<file path="src/rtl/pc_next_ctrl.sv">
// Next-PC sequencer: picks sequential fetch, branch redirect, trap entry or mret return.
// Latency: pc_next and control outputs are combinational; epc/mtvec/state/pend_pc update on clk.
// Backpressure: imem_ready=0 or hazard_stall holds the PC; a redirect seen while not ready is parked in pend_pc.
module pc_next_ctrl #(
    parameter int                  PC_WIDTH     = 64,
    parameter logic [PC_WIDTH-1:0] RESET_VECTOR = 64'h0000_0000_8000_0000,
    parameter logic [PC_WIDTH-1:0] MTVEC_RESET  = 64'h0000_0000_0000_0100
) (
    input  logic                clk,
    input  logic                rst,
    input  logic [PC_WIDTH-1:0] pc_cur,
    input  logic                hazard_stall,
    input  logic                imem_ready,
    input  logic                br_valid,
    input  logic [PC_WIDTH-1:0] br_pc,
    input  logic [PC_WIDTH-1:0] br_target,
    input  logic                trap_valid,
    input  logic [PC_WIDTH-1:0] trap_pc,
    input  logic                mret_valid,
    input  logic                mtvec_we,
    input  logic [PC_WIDTH-1:0] mtvec_wdata,
    output logic [PC_WIDTH-1:0] pc_next,
    output logic                pc_stall,
    output logic                flush_if_id,
    output logic                flush_id_ex,
    output logic                fetch_valid,
    output logic                trap_taken,
    output logic [1:0]          trap_cause,
    output logic [PC_WIDTH-1:0] epc,
    output logic [PC_WIDTH-1:0] mtvec
);

    // BOOT issues the reset vector once; PEND parks a redirect until imem accepts.
    typedef enum logic [1:0] {
        ST_BOOT = 2'd0,
        ST_RUN  = 2'd1,
        ST_PEND = 2'd2
    } state_t;

    // Winning redirect source for this cycle, in priority order.
    typedef enum logic [2:0] {
        SRC_NONE     = 3'd0,
        SRC_TRAP     = 3'd1,
        SRC_MRET     = 3'd2,
        SRC_MISALIGN = 3'd3,
        SRC_BRANCH   = 3'd4
    } src_t;

    state_t              state;
    state_t              state_nxt;
    src_t                src;
    logic [PC_WIDTH-1:0] pend_pc;
    logic [PC_WIDTH-1:0] pend_pc_nxt;
    logic [PC_WIDTH-1:0] redir_target;
    logic [PC_WIDTH-1:0] seq_pc;
    logic                redirect;
    logic                br_misaligned;

    assign br_misaligned = |br_target[1:0];
    assign seq_pc        = pc_cur + PC_WIDTH'(4);
    assign redirect      = (src != SRC_NONE);

    // Priority-encode redirect requests; BOOT ignores them all.
    always_comb begin
        src = SRC_NONE;
        if (state != ST_BOOT) begin
            if (trap_valid) begin
                src = SRC_TRAP;
            end else if (mret_valid) begin
                src = SRC_MRET;
            end else if (br_valid && br_misaligned) begin
                src = SRC_MISALIGN;
            end else if (br_valid) begin
                src = SRC_BRANCH;
            end
        end
    end

    // Resolve the target; trap/mret use the pre-edge mtvec/epc so same-cycle writes are not seen.
    always_comb begin
        redir_target = pc_cur;
        case (src)
            SRC_TRAP,
            SRC_MISALIGN: redir_target = mtvec;
            SRC_MRET:     redir_target = epc;
            SRC_BRANCH:   redir_target = br_target;
            default:      redir_target = pc_cur;
        endcase
    end

    // Flushes and trap reporting depend only on the winning source, not on stalls.
    always_comb begin
        flush_if_id = redirect;
        flush_id_ex = redirect;
        trap_taken  = (src == SRC_TRAP) || (src == SRC_MISALIGN);
        trap_cause  = {1'b0, (src == SRC_MISALIGN)};
    end

    // Next-state and PC-register control.
    always_comb begin
        state_nxt   = state;
        pend_pc_nxt = pend_pc;
        pc_next     = pc_cur;
        pc_stall    = 1'b1;
        fetch_valid = 1'b0;
        case (state)
            ST_BOOT: begin
                pc_next   = RESET_VECTOR;
                pc_stall  = 1'b0;
                state_nxt = ST_RUN;
            end
            ST_RUN: begin
                fetch_valid = 1'b1;
                if (redirect) begin
                    if (imem_ready) begin
                        pc_next  = redir_target;
                        pc_stall = 1'b0;
                    end else begin
                        pend_pc_nxt = redir_target;
                        state_nxt   = ST_PEND;
                    end
                end else if (!hazard_stall && imem_ready) begin
                    pc_next  = seq_pc;
                    pc_stall = 1'b0;
                end
            end
            ST_PEND: begin
                // Pipeline is already flushed, so hazard_stall has no meaning here.
                if (redirect) begin
                    pend_pc_nxt = redir_target;
                end
                if (imem_ready) begin
                    pc_next   = redirect ? redir_target : pend_pc;
                    pc_stall  = 1'b0;
                    state_nxt = ST_RUN;
                end
            end
            default: begin
                state_nxt = ST_BOOT;
            end
        endcase
    end

    // FSM state and parked redirect target.
    always_ff @(posedge clk) begin
        if (rst) begin
            state   <= ST_BOOT;
            pend_pc <= '0;
        end else begin
            state   <= state_nxt;
            pend_pc <= pend_pc_nxt;
        end
    end

    // Exception PC captured on trap entry; misaligned branches record the branch PC.
    always_ff @(posedge clk) begin
        if (rst) begin
            epc <= '0;
        end else if (trap_taken) begin
            epc <= (src == SRC_MISALIGN) ? br_pc : trap_pc;
        end
    end

    // Trap vector, forced word-aligned on write.
    always_ff @(posedge clk) begin
        if (rst) begin
            mtvec <= MTVEC_RESET;
        end else if (mtvec_we) begin
            mtvec <= {mtvec_wdata[PC_WIDTH-1:2], 2'b00};
        end
    end

    // Sanity properties: every trap flushes, and the FSM stays in a legal encoding.
    a_trap_flushes: assert property (@(posedge clk) disable iff (rst)
        trap_taken |-> (flush_if_id && flush_id_ex));
    a_legal_state: assert property (@(posedge clk) disable iff (rst)
        state != 2'd3);

endmodule

</file>
<file path="config.mk">
export PLATFORM = sky130hd
export DESIGN_NAME = pc_next_ctrl
export DESIGN_NICKNAME = d
export VERILOG_FILES = /design/src/rtl/pc_next_ctrl.sv
export SDC_FILE = /design/constraint.sdc
export NUM_CORES = 1
export LEC_CHECK = 0
export BUFFER_PORTS_ARGS = -buffer_cell sky130_fd_sc_hd__buf_2
export CORE_AREA = 5 5 199 201
export DETAILED_ROUTE_END_ITERATION = 7
export DIE_AREA = 0 0 204 206
export PLACE_DENSITY = 0.69
export SLEW_MARGIN = 20
export SYNTH_ARGS = -nofsm -noshare
export SYNTH_HDL_FRONTEND = slang
export SYNTH_SLANG_ARGS = --single-unit
</file>
<file path="constraint.sdc">
create_clock -name clk -period 3.35 [get_ports clk]
set_input_delay 0.67 -clock clk [delete_from_list [all_inputs] [get_ports clk]]
set_output_delay 0.67 -clock clk [all_outputs]
set_load 0.02 [all_outputs]
</file>
==> results by group, run 1 <==
Status
  • Outcome: finished with violations
  • Violated checks: negative setup slack

Detailed routing
  • M1 wire length: approximately 31 mm
  • Violation count after the first detailed-routing iteration: between 2,000 and 2,500
  • Wire length reported by the detailed router: 78.6 mm
  • Routed length per placed instance: between 20 and 30 microns
  • Post-detailed-route via-to-cell ratio: 6.01
  • Met2 Routed Length: approximately 35 mm
  • Top Layer Used: met5
  • Number of search-and-repair iterations in the first detailed-routing pass: 7
  • Total number of vias: about 18,000
  • DRT antenna net count: 0
  • Met3 Routed Length: ~10 mm
  • Remaining DRCs: 0

Setup path
  • Worst Path Required: about 2.7 ns
  • Master of the slowest instance on the critical path: sky130_fd_sc_hd__or4_4
  • Type of origin of the critical path: input port
  • Data arrival time at the worst-slack endpoint: between 2 and 3 ns
  • Maximum single-stage delay on the critical path: 0.65 ns
  • Maximum fanout along the worst path: 7
  • Largest delay share family, worst path: simple AND/OR/NAND/NOR gates
  • Crit Path Class: in2out
  • Depth of the critical timing path with buffers and inverters included: 8
  • Worst Reg2Reg Path Length in Cells: 8
  • Ordered cell list for the critical path: buf_8 > nand4_4 > or4_4 > nor2_4 > nand4_1 > or4_1 > o211ai_1 > buf_4
  • Worst Setup End Kind: output port
  • Crit path buffers/inverters: 2

Synthesis
  • Ys async rst share: 0%
  • Largest area contributor in the synthesized netlist: sky130_fd_sc_hd__dfxtp_1
  • Synth cell types: 83
  • Mean area per synthesized cell: about 7.5 sq um
  • Mapped Cells: 1,743
  • Most common flop cell mapped by yosys: sky130_fd_sc_hd__dfxtp_1
  • Total of flip-flops plus latches after synthesis: between 150 and 200
  • Number of synthesized flops with an enable pin: 0
  • Synth area leaders: sky130_fd_sc_hd__dfxtp_1 29%, sky130_fd_sc_hd__mux2i_1 10%, sky130_fd_sc_hd__nor2_1 8.2%
  • Yosys synthesis warning count: 0
  • Fraction of the yosys area taken by sequential cells: 29.5%
  • Share of the synthesized area in the top cell type: between 20% and 30%
  • Cell Area, Synth: about 13,000 sq um

Placement
  • Port buffer count: between 500 and 600
  • Post-detailed-placement cell area: 18,200 sq um
  • Weighted congestion at the end of routability-driven global placement: 0.982
  • Pre-CTS worst setup slack: -0.234 ns
  • DP HPWL: roughly 60 mm

Cells and area
  • Commonest non-fill, non-tap cell in the layout: sky130_fd_sc_hd__buf_2
  • Final standard cell area without fillers: around 20,000 sq um
  • Top library cells by usage in the layout, fill and taps aside: 481 x sky130_fd_sc_hd__buf_2, 301 x sky130_fd_sc_hd__buf_4, 280 x sky130_fd_sc_hd__nor2_1, 190 x sky130_fd_sc_hd__dfxtp_1, 133 x sky130_fd_sc_hd__mux2i_1
  • Number of nets in the final layout: between 2,000 and 3,000
  • Share of post-route cells with drive strength above 1: around two fifths
  • Signed area change from the synthesized netlist to the final layout: 53.1%

Run
  • Count of maximum capacitance violations: 0

Floorplanning
  • Ports placed on the boundary: between 500 and 600
  • Std cell rows: 71
  • Initial core utilization: between 30% and 40%
  • Die area: roughly 42,000 sq um
  • Die W: ~200 microns
  • Core region area: 37,400 sq um
  • Die Y-Extent: 206 microns

Clock tree
  • CTS tree: built
  • Number of buffers inserted during clock tree synthesis: 17
  • Clock Tree Root: sky130_fd_sc_hd__clkbuf_16
  • Deepest clock path buffer count: 2
  • Clock insertion delay at the later pin of the skew report: 0.47 ns
  • CTS hold repair buffers: 0
  • Number of levels the H-tree was split into: 4
  • Clock sink total: between 150 and 200
  • Clock transition at the registers of the reported paths: approximately 0.070 ns

Pwr
  • Net load switching power: about 2.7 mW
  • Worst voltage drop across the vdd grid: 0.393 mV
  • Cell-internal power: about 4.4 mW
  • Flop pwr share: ~37%
  • Comb pwr share: between 30% and 40%
  • Proportion of power drawn by the clock network: between 20% and 30%
  • Total power divided by cell area: ~360 nW/um^2
  • Switching power as a share of total power: 38.1%
  • Leakage dissipation: approximately 8.7 nW

Timing
  • Number of hold violations in the final report: 0
  • Fmax: just under 300 MHz
  • Slew headroom: between 30% and 40%
  • Clock skew after layout: around 0.017 ns
  • Clock period minus final worst setup slack: 3.39 ns
  • Setup WS post-layout: -0.0424 ns
  • Number of slew-limit violations in the final report: 0
  • Final setup violation count: 4
  • Setup repair after global routing missed its margin: yes
  • Post-route clock period utilization: 101%
  • Total negative slack for setup checks: -0.0610 ns
  • Transition at the pin with the smallest max-transition slack: 0.941 ns

Global routing
  • Overall overflow remaining after global route: 0
  • First-pass GRT wire length: ~110 mm
  • Total global-route track usage: 35.2%
  • Number of antenna violations at the first check in global routing: 19
  • Number of global-route vias before repair: roughly 17,000
  • Maximum number of pins on one net before global-route repair: 83

Min path
  • Path category of the worst min-delay check: in2reg
  • Number of instances on the worst hold path: 2
## area by class of cell
cell class	count	area, sq um
Fill cell	3649	17400
Multi-Input combinational cell	1364	9100
Timing Repair Buffer	852	5720
Sequential cell	192	3850
Tap cell	511	639
Clock buffer	18	429
Clock inverter	12	109
Inverter	19	71.3
Antenna cell	15	37.5
## registers in the layout (all words and copies together), names as in the netlist
register and count:
epc 64, pend_pc 64, state 2, mtvec 62
## routing by layer
metal / global-route usage (%) / up-vias
li1: - / 7980
met1: 47.2 / 8484
met2: 53.6 / 1249
met3: 11.3 / 194
met4: 11.6 / 10
met5: 0 / -
## through the flow
| step | hold slack [ns] | utilization [%] | power, mW | instances |
|---|---|---|---|---|
| 2_1_floorplan | 0.437 | - | 3.73 | 1745 |
| 6_report | 0.436 | 53.4 | 7.09 | 2983 |
| 3_3_place_gp | 0.445 | 48.6 | 4.87 | 2914 |
| 4_1_cts | 0.420 | 50.9 | 6.94 | 2949 |
| 5_1_grt | 0.442 | 53.3 | 7.33 | 2978 |
| 3_5_place_dp | 0.450 | 48.6 | 4.90 | 2914 |
## Yosys cell counts (all sizes together) (11+ instances only)
cell and instances:
o211ai 21, clkbuf 126, o22ai 18, dfxtp 192, o21a 11, a31oi 14, a211oi 114, nor3 56
nand2 123, o31ai 17, mux2i 133, inv 19, a21oi 85, a221oi 26, a22oi 28, buf 44
a222oi 15, a221o 11, o21ai 111, nand3 41, and3 17, a22o 21, o221ai 19, nor4 16
nand4 26, nor2b 24, o21bai 13, nor2 285
## power by group through the flow
stage | clock network (mW) | registers, mW | logic, mW
global placement | 0 | 2.63 | 2.24
finish | 2.02 | 2.60 | 2.47
CTS | 2.04 | 2.59 | 2.31
floorplan | 0 | 2.72 | 1.01
global route | 2.10 | 2.61 | 2.62
detailed placement | 0 | 2.64 | 2.26
## timing repair
action                     CTS  global route
resized for setup           77           156
setup buffers                6            17
setup endpoints to repair   55            56
cloned                       0             4
pin swaps                   24            61
## path summary, 6_finish.rpt
| path | endpoint | startpoint | slack (ns) |
|---|---|---|---|
| worst max-delay path | pc_next[48] | pc_cur[6] | -0.04 |
| worst min-delay path | mtvec[8]$_SDFFE_PP1P_ | mtvec_wdata[8] | 0.44 |
| worst max register to register | pend_pc[11]$_SDFFE_PP0P_ | state[0]$_SDFFE_PP0P_ | 0.84 |
| worst min register to register | pend_pc[53]$_SDFFE_PP0P_ | pend_pc[53]$_SDFFE_PP0P_ | 0.46 |
## kinds of logic (layout without fill, tap and decap cells)
logic type | after synthesis | count (layout) | synth area share (%)
other cells | 1 | 18 | 0.0288
simple gates | 634 | 634 | 22.4
fa+ha+maj | 1 | 1 | 0.0960
xor+xnor | 12 | 12 | 0.806
compound gates | 580 | 580 | 31.0
buf+inv | 189 | 901 | 5.83
flops | 192 | 192 | 29.5
mux | 134 | 134 | 10.3
Note: power is estimated with default switching activity, not from simulation.
==> run 2, diff against run 1 <==
- SKIP_LAST_GASP: not set -> 1
==> run 2 against run 1 <==
The run still ends with negative setup slack left. Clock power hardly changed. Clock skew is 0.0023 ns lower. Power hardly changed. Largest cell class unchanged.
==> results by group, run 2 (synthesis results as in run 1) <==
Timing
  • Slew headroom: around a third
  • Setup WS post-layout: -0.0462 ns
  • Number of hold violations in the final report: 0
  • Number of slew-limit violations in the final report: 0
  • Clock skew after layout: roughly 0.014 ns
  • Fmax: between 200 and 300 MHz
  • Clock period minus final worst setup slack: about 3.4 ns
  • Setup repair after global routing missed its margin: yes
  • Post-route clock period utilization: 101%
  • Total negative slack for setup checks: -0.154 ns
  • Worst hold-check slack: 0.438 ns
  • Transition at the pin with the smallest max-transition slack: 0.970 ns
  • Final setup violation count: 6

Cells and area
  • Number of standard cells in the layout, taps in and fillers out: between 2,000 and 3,000
  • Commonest non-fill, non-tap cell in the layout: sky130_fd_sc_hd__buf_2
  • Largest registers: epc x64, pend_pc x64, mtvec x62
  • Number of nets in the final layout: 2,780
  • Number of filler instances in the final layout: ~3,700
  • Top library cells by usage in the layout, fill and taps aside: 483 x sky130_fd_sc_hd__buf_2, 309 x sky130_fd_sc_hd__buf_4, 279 x sky130_fd_sc_hd__nor2_1, 190 x sky130_fd_sc_hd__dfxtp_1, 133 x sky130_fd_sc_hd__mux2i_1
  • Share of post-route cells with drive strength above 1: ~41%
  • Final cell utilization of the core: roughly 53%
  • Final standard cell area without fillers: around 20,000 sq um
  • Signed area change from the synthesized netlist to the final layout: 52.7%

Global routing
  • Number of antenna violations at the first check in global routing: 19
  • Total global-route track usage: about a third
  • Overall overflow remaining after global route: 0
  • Number of global-route vias before repair: 17,077
  • First-pass GRT wire length: around 110 mm
  • Maximum number of pins on one net before global-route repair: between 80 and 90

Floorplanning
  • Die Y-Extent: about 210 microns
  • Die W: roughly 200 microns
  • Std cell rows: 71
  • Core region area: ~37,000 sq um
  • Initial core utilization: a little over a third
  • Die area: around 42,000 sq um
  • Ports placed on the boundary: approximately 530

Pwr
  • Total power divided by cell area: roughly 360 nW/um^2
  • Worst voltage drop across the vdd grid: around 0.39 mV
  • Leakage dissipation: slightly below 9 nW

Detailed routing
  • Top Layer Used: met5
  • Routed length per placed instance: around 26 microns
  • M1 wire length: about 31 mm
  • Met2 Routed Length: about 35 mm
  • Violation count after the first detailed-routing iteration: around 2,100
  • Number of search-and-repair iterations in the first detailed-routing pass: 8
  • Total number of vias: 17,964
  • Wire length reported by the detailed router: about 79 mm
  • Post-detailed-route via-to-cell ratio: between 6 and 7
  • DRT antenna net count: 0
  • Met3 Routed Length: ~10 mm
  • Remaining DRCs: 0

Setup path
  • Slack of the worst reg-to-reg path: around 0.80 ns
  • Maximum fanout along the worst path: 8
  • Critical R2R Launch: state[1]$_SDFFE_PP0P_
  • Type of origin of the critical path: input port
  • Worst Setup End Kind: output port
  • Worst flop-to-flop path endpoint: pend_pc[11]$_SDFFE_PP0P_
  • Worst Reg2Reg Path Length in Cells: 8
  • Worst Path Required: between 2 and 3 ns
  • Data arrival time at the worst-slack endpoint: ~2.7 ns
  • Crit Path Class: in2out

Clock tree
  • Deepest clock path buffer count: 2
  • Clock sink total: about 190
  • Number of levels the H-tree was split into: 4
  • Clock Tree Root: sky130_fd_sc_hd__clkbuf_16
  • Number of buffers inserted during clock tree synthesis: 17
  • Clock insertion delay at the later pin of the skew report: ~0.46 ns
  • CTS hold repair buffers: 0
  • CTS tree: built
  • Clock transition at the registers of the reported paths: 0.07 ns

Placement
  • Dpl cells: 2,914
  • Port buffer count: ~520
  • Weighted congestion at the end of routability-driven global placement: 0.982
  • DP HPWL: 61.2 mm
  • Post-detailed-placement cell area: between 15,000 and 20,000 sq um

Min path
  • Worst Hold End: mtvec[8]$_SDFFE_PP1P_
  • Path category of the worst min-delay check: in2reg
  • Number of instances on the worst hold path: 2
  • Beginning of the worst hold path: mtvec_wdata[8]

Status
  • Outcome: finished with violations
  • Violated checks: negative setup slack

Run
  • Count of maximum capacitance violations: 0
[run 2: how the worst max path moves through the flow]
stage / slack, ns / startpoint / to / depth (start not counted)
2_1_floorplan: 0.01 / trap_valid / pc_next[33] / 8
3_3_place_gp: -0.26 / br_target[1] / pc_next[45] / 10
3_5_place_dp: -0.23 / br_target[1] / pc_next[45] / 10
4_1_cts: -0.06 / state[1]$_SDFFE_PP0P_ / pc_next[63] / 10
5_1_grt: -0.09 / pc_cur[6] / pc_next[54] / 9
6_report: -0.05 / mret_valid / pc_next[24] / 11
[run 2: routing by layer]
metal	GRT usage [%]	vias to the layer above
li1	-	7981
met1	47.2	8473
met2	53.7	1288
met3	11.3	212
met4	11.6	10
met5	0	-
[run 2: what timing repair did]
item                                    CTS  global route
gates resized for setup                  75           145
buffers inserted                          6            21
gates cloned                              0             5
endpoints found under the setup margin   55            56
pin swaps                                23            65
[run 2: stage by stage]
step,worst slack (ns),power [mW]
floorplan,0.0132,3.73
global placement,-0.256,4.87
detailed placement,-0.234,4.90
CTS,-0.0619,6.94
global route,-0.0920,7.33
finish,-0.0462,7.09
[run 2: layout make-up]
class | instances | area, sq um | area share [%]
multi-input cells | 1364 | 9040 | 45.4
repair buffers | 857 | 5730 | 28.8
flip-flops and latches | 192 | 3850 | 19.4
well taps | 511 | 639 | 3.21
clock buffers | 18 | 429 | 2.16
clock inverters | 12 | 109 | 0.547
inverters | 19 | 71.3 | 0.358
diodes | 13 | 32.5 | 0.163
[run 2: worst max-delay path: stages]
cell                       delay, ns
sky130_fd_sc_hd__buf_4          0.15
sky130_fd_sc_hd__or3b_4         0.39
sky130_fd_sc_hd__nor2_4         0.12
sky130_fd_sc_hd__buf_4          0.15
sky130_fd_sc_hd__buf_12         0.13
sky130_fd_sc_hd__a222oi_1       0.10
sky130_fd_sc_hd__buf_4          0.18
sky130_fd_sc_hd__o21ai_1        0.25
sky130_fd_sc_hd__mux2i_1        0.13
sky130_fd_sc_hd__o22ai_1        0.26
sky130_fd_sc_hd__buf_4          0.19
[run 2: where the power goes]
part           internal [mW]  total, mW  switching (mW)
clock                  0.965       2.02            1.05
combinational          0.989       2.48            1.49
sequential              2.44       2.60           0.158
total                   4.39       7.09            2.70
==> run 3, diff against run 2 <==
- BUFFER_PORTS_ARGS: -buffer_cell sky130_fd_sc_hd__buf_2 -> -buffer_cell sky130_fd_sc_hd__buf_4
==> run 3 against run 2 <==
The run still ends with negative setup slack left. Sequential share of layout area down 1.3 points. Highest routed layer unchanged. Routed wire length is 1.8% higher. Die area unchanged. Clock power grew 19%. Clock skew down 0.0063 ns. Via count is 0.61% lower. Maximum frequency decreased by 0.59%. Design area increased by 7.3%. First-iteration DRC count up 3.5%. Setup slack worse by 0.020 ns.
==> results by group, run 3 (synthesis results as in run 1) <==
Status
  • Outcome: finished with violations
  • Violated checks: negative setup slack

Pwr
  • Leakage dissipation: just over 9 nW
  • Proportion of power drawn by the clock network: a little under a third
  • Cell-internal power: between 4 and 5 mW
  • Comb pwr share: 35.1%
  • Worst voltage drop across the vdd grid: around 0.43 mV
  • Total power divided by cell area: 361 nW/um^2
  • Power Total: approximately 7.7 mW
  • Net load switching power: approximately 2.7 mW
  • Flop pwr share: roughly a third
  • Switching power as a share of total power: approximately a third

Global routing
  • Global-route layer with the greatest usage: met2
  • Maximum number of pins on one net before global-route repair: 120
  • Overall overflow remaining after global route: 0
  • Number of global-route vias before repair: around 17,000
  • Total global-route track usage: between 30% and 40%
  • Met2 usage: between 50% and 60%
  • Global routing usage on met1: about half
  • Number of antenna violations at the first check in global routing: 7
  • Met3 track demand over resource in global routing: between 10% and 20%
  • First-pass GRT wire length: roughly 110 mm

Setup path
  • Largest delay share family, worst path: simple AND/OR/NAND/NOR gates
  • Crit path buffers/inverters: 3
  • Data arrival time at the worst-slack endpoint: 2.75 ns
  • Type of origin of the critical path: input port
  • Crit Path Class: in2out
  • Worst Path Required: around 2.7 ns
  • Ordered cell list for the critical path: buf_4 > buf_6 > and4b_2 > nand4_1 > nor2_4 > nand4_1 > or4_1 > o211ai_1 > buf_4
  • Master of the slowest instance on the critical path: sky130_fd_sc_hd__or4_1
  • Maximum single-stage delay on the critical path: around 0.43 ns
  • Worst Setup End Kind: output port
  • Maximum fanout along the worst path: 8

Clock tree
  • Deepest clock path buffer count: 2
  • Number of levels the H-tree was split into: 4
  • Clock sink total: 192
  • Clock Tree Root: sky130_fd_sc_hd__clkbuf_16
  • Number of buffers inserted during clock tree synthesis: 17
  • CTS tree: built
  • Clock transition at the registers of the reported paths: 0.08 ns
  • Clock insertion delay at the later pin of the skew report: 0.46 ns

Timing
  • Transition at the pin with the smallest max-transition slack: just under 0.7 ns
  • Fmax: 293 MHz
  • Setup WS post-layout: -0.0665 ns
  • Number of hold violations in the final report: 0
  • Post-route clock period utilization: 102%
  • Number of slew-limit violations in the final report: 0
  • Clock period minus final worst setup slack: approximately 3.4 ns
  • Final setup violation count: 8
  • Setup repair after global routing missed its margin: yes
  • Total negative slack for setup checks: -0.244 ns
  • Clock skew after layout: just over 0.008 ns
  • Slew headroom: between 50 and 60%

Detailed routing
  • Routed length per placed instance: ~27 microns
  • Wire length reported by the detailed router: roughly 80 mm
  • Post-detailed-route via-to-cell ratio: about 6.0
  • Total number of vias: around 18,000
  • Number of search-and-repair iterations in the first detailed-routing pass: 8
  • Violation count after the first detailed-routing iteration: 2,178
  • Remaining DRCs: 0
  • DRT antenna net count: 0

Floorplanning
  • Die Y-Extent: between 200 and 250 microns
  • Die area: between 40,000 and 50,000 sq um
  • Ports placed on the boundary: between 500 and 600
  • Core region area: ~37,000 sq um
  • Std cell rows: 71
  • Initial core utilization: a little over a third
  • Die W: around 200 microns

Cells and area
  • Area used by multi-input combinational logic: a little over 9000 sq um
  • Number of filler instances in the final layout: approximately 3,500
  • Share of post-route cells with drive strength above 1: around two fifths
  • Top library cells by usage in the layout, fill and taps aside: 803 x sky130_fd_sc_hd__buf_4, 276 x sky130_fd_sc_hd__nor2_1, 190 x sky130_fd_sc_hd__dfxtp_1, 133 x sky130_fd_sc_hd__mux2i_1, 114 x sky130_fd_sc_hd__nand2_1
  • Largest registers: epc x64, pend_pc x64, mtvec x62
  • Number of nets in the final layout: 2,793
  • Commonest non-fill, non-tap cell in the layout: sky130_fd_sc_hd__buf_4
  • Signed area change from the synthesized netlist to the final layout: 63.8%
  • Area occupied by registers: approximately 3800 sq um

Run
  • Count of maximum capacitance violations: 0

Placement
  • DP HPWL: just over 60 mm
  • Port buffer count: 521
  • Weighted congestion at the end of routability-driven global placement: 0.990

Min path
  • Path category of the worst min-delay check: in2reg
[run 3: worst paths after layout]
| path | startpoint | to | slack [ns] | cells after the start |
|---|---|---|---|---|
| hold reg to reg | pend_pc[48]$_SDFFE_PP0P_ | pend_pc[48]$_SDFFE_PP0P_ | 0.46 | 2 |
| setup / recovery | hazard_stall | pc_next[48] | -0.07 | 9 |
| hold / removal | mtvec_wdata[8] | mtvec[8]$_SDFFE_PP1P_ | 0.41 | 2 |
| setup reg to reg | state[0]$_SDFFE_PP0P_ | pend_pc[37]$_SDFFE_PP0P_ | 0.93 | 9 |
[run 3: layout make-up]
cell class                 instances  area share [%]
antenna                            7          0.0820
sequential                       192            18.0
timing repair buffer             870            33.0
clock buffer                      21            2.11
clock inverter                    11           0.938
multi-input combinational       1364            42.5
tap                              511            2.99
inverter                          19           0.352
[run 3: power by group through the flow]
stage / sequential (mW) / combinational, mW / clock, mW
2_1_floorplan: 2.72 / 1.01 / 0
3_3_place_gp: 2.64 / 2.45 / 0
3_5_place_dp: 2.64 / 2.48 / 0
4_1_cts: 2.59 / 2.53 / 2.41
5_1_grt: 2.61 / 2.85 / 2.48
6_report: 2.60 / 2.71 / 2.40
[run 3: layer usage]
| metal | part of all wire (%) | vias to the layer above |
|---|---|---|
| met4 | 3.4 | 2 |
| met3 | 12 | 183 |
| met5 | 0.025 | - |
| met2 | 44 | 1155 |
| li1 | - | 7994 |
| met1 | 40 | 8521 |
[run 3: through the flow]
stage | cell area, sq um | setup WS (ns) | hold WS [ns] | instances | util [%]
after floorplan | 13100 | 0.0132 | 0.437 | 1745 | -
after global placement | 19400 | -0.316 | 0.442 | 2911 | 51.8
after detailed placement | 19400 | -0.330 | 0.450 | 2911 | 51.8
after CTS | 20400 | -0.0627 | 0.400 | 2957 | 54.7
after global routing | 21400 | -0.112 | 0.413 | 2994 | 57.1
final | 21400 | -0.0665 | 0.415 | 2995 | 57.1
[run 3: repair_timing]
action / in CTS / in global routing
gates cloned: 1 / 4
hold buffers: 0 / 0
endpoints found under the setup margin: 57 / 63
resized for setup: 83 / 137
pin swaps: 28 / 63
buffers inserted: 14 / 28
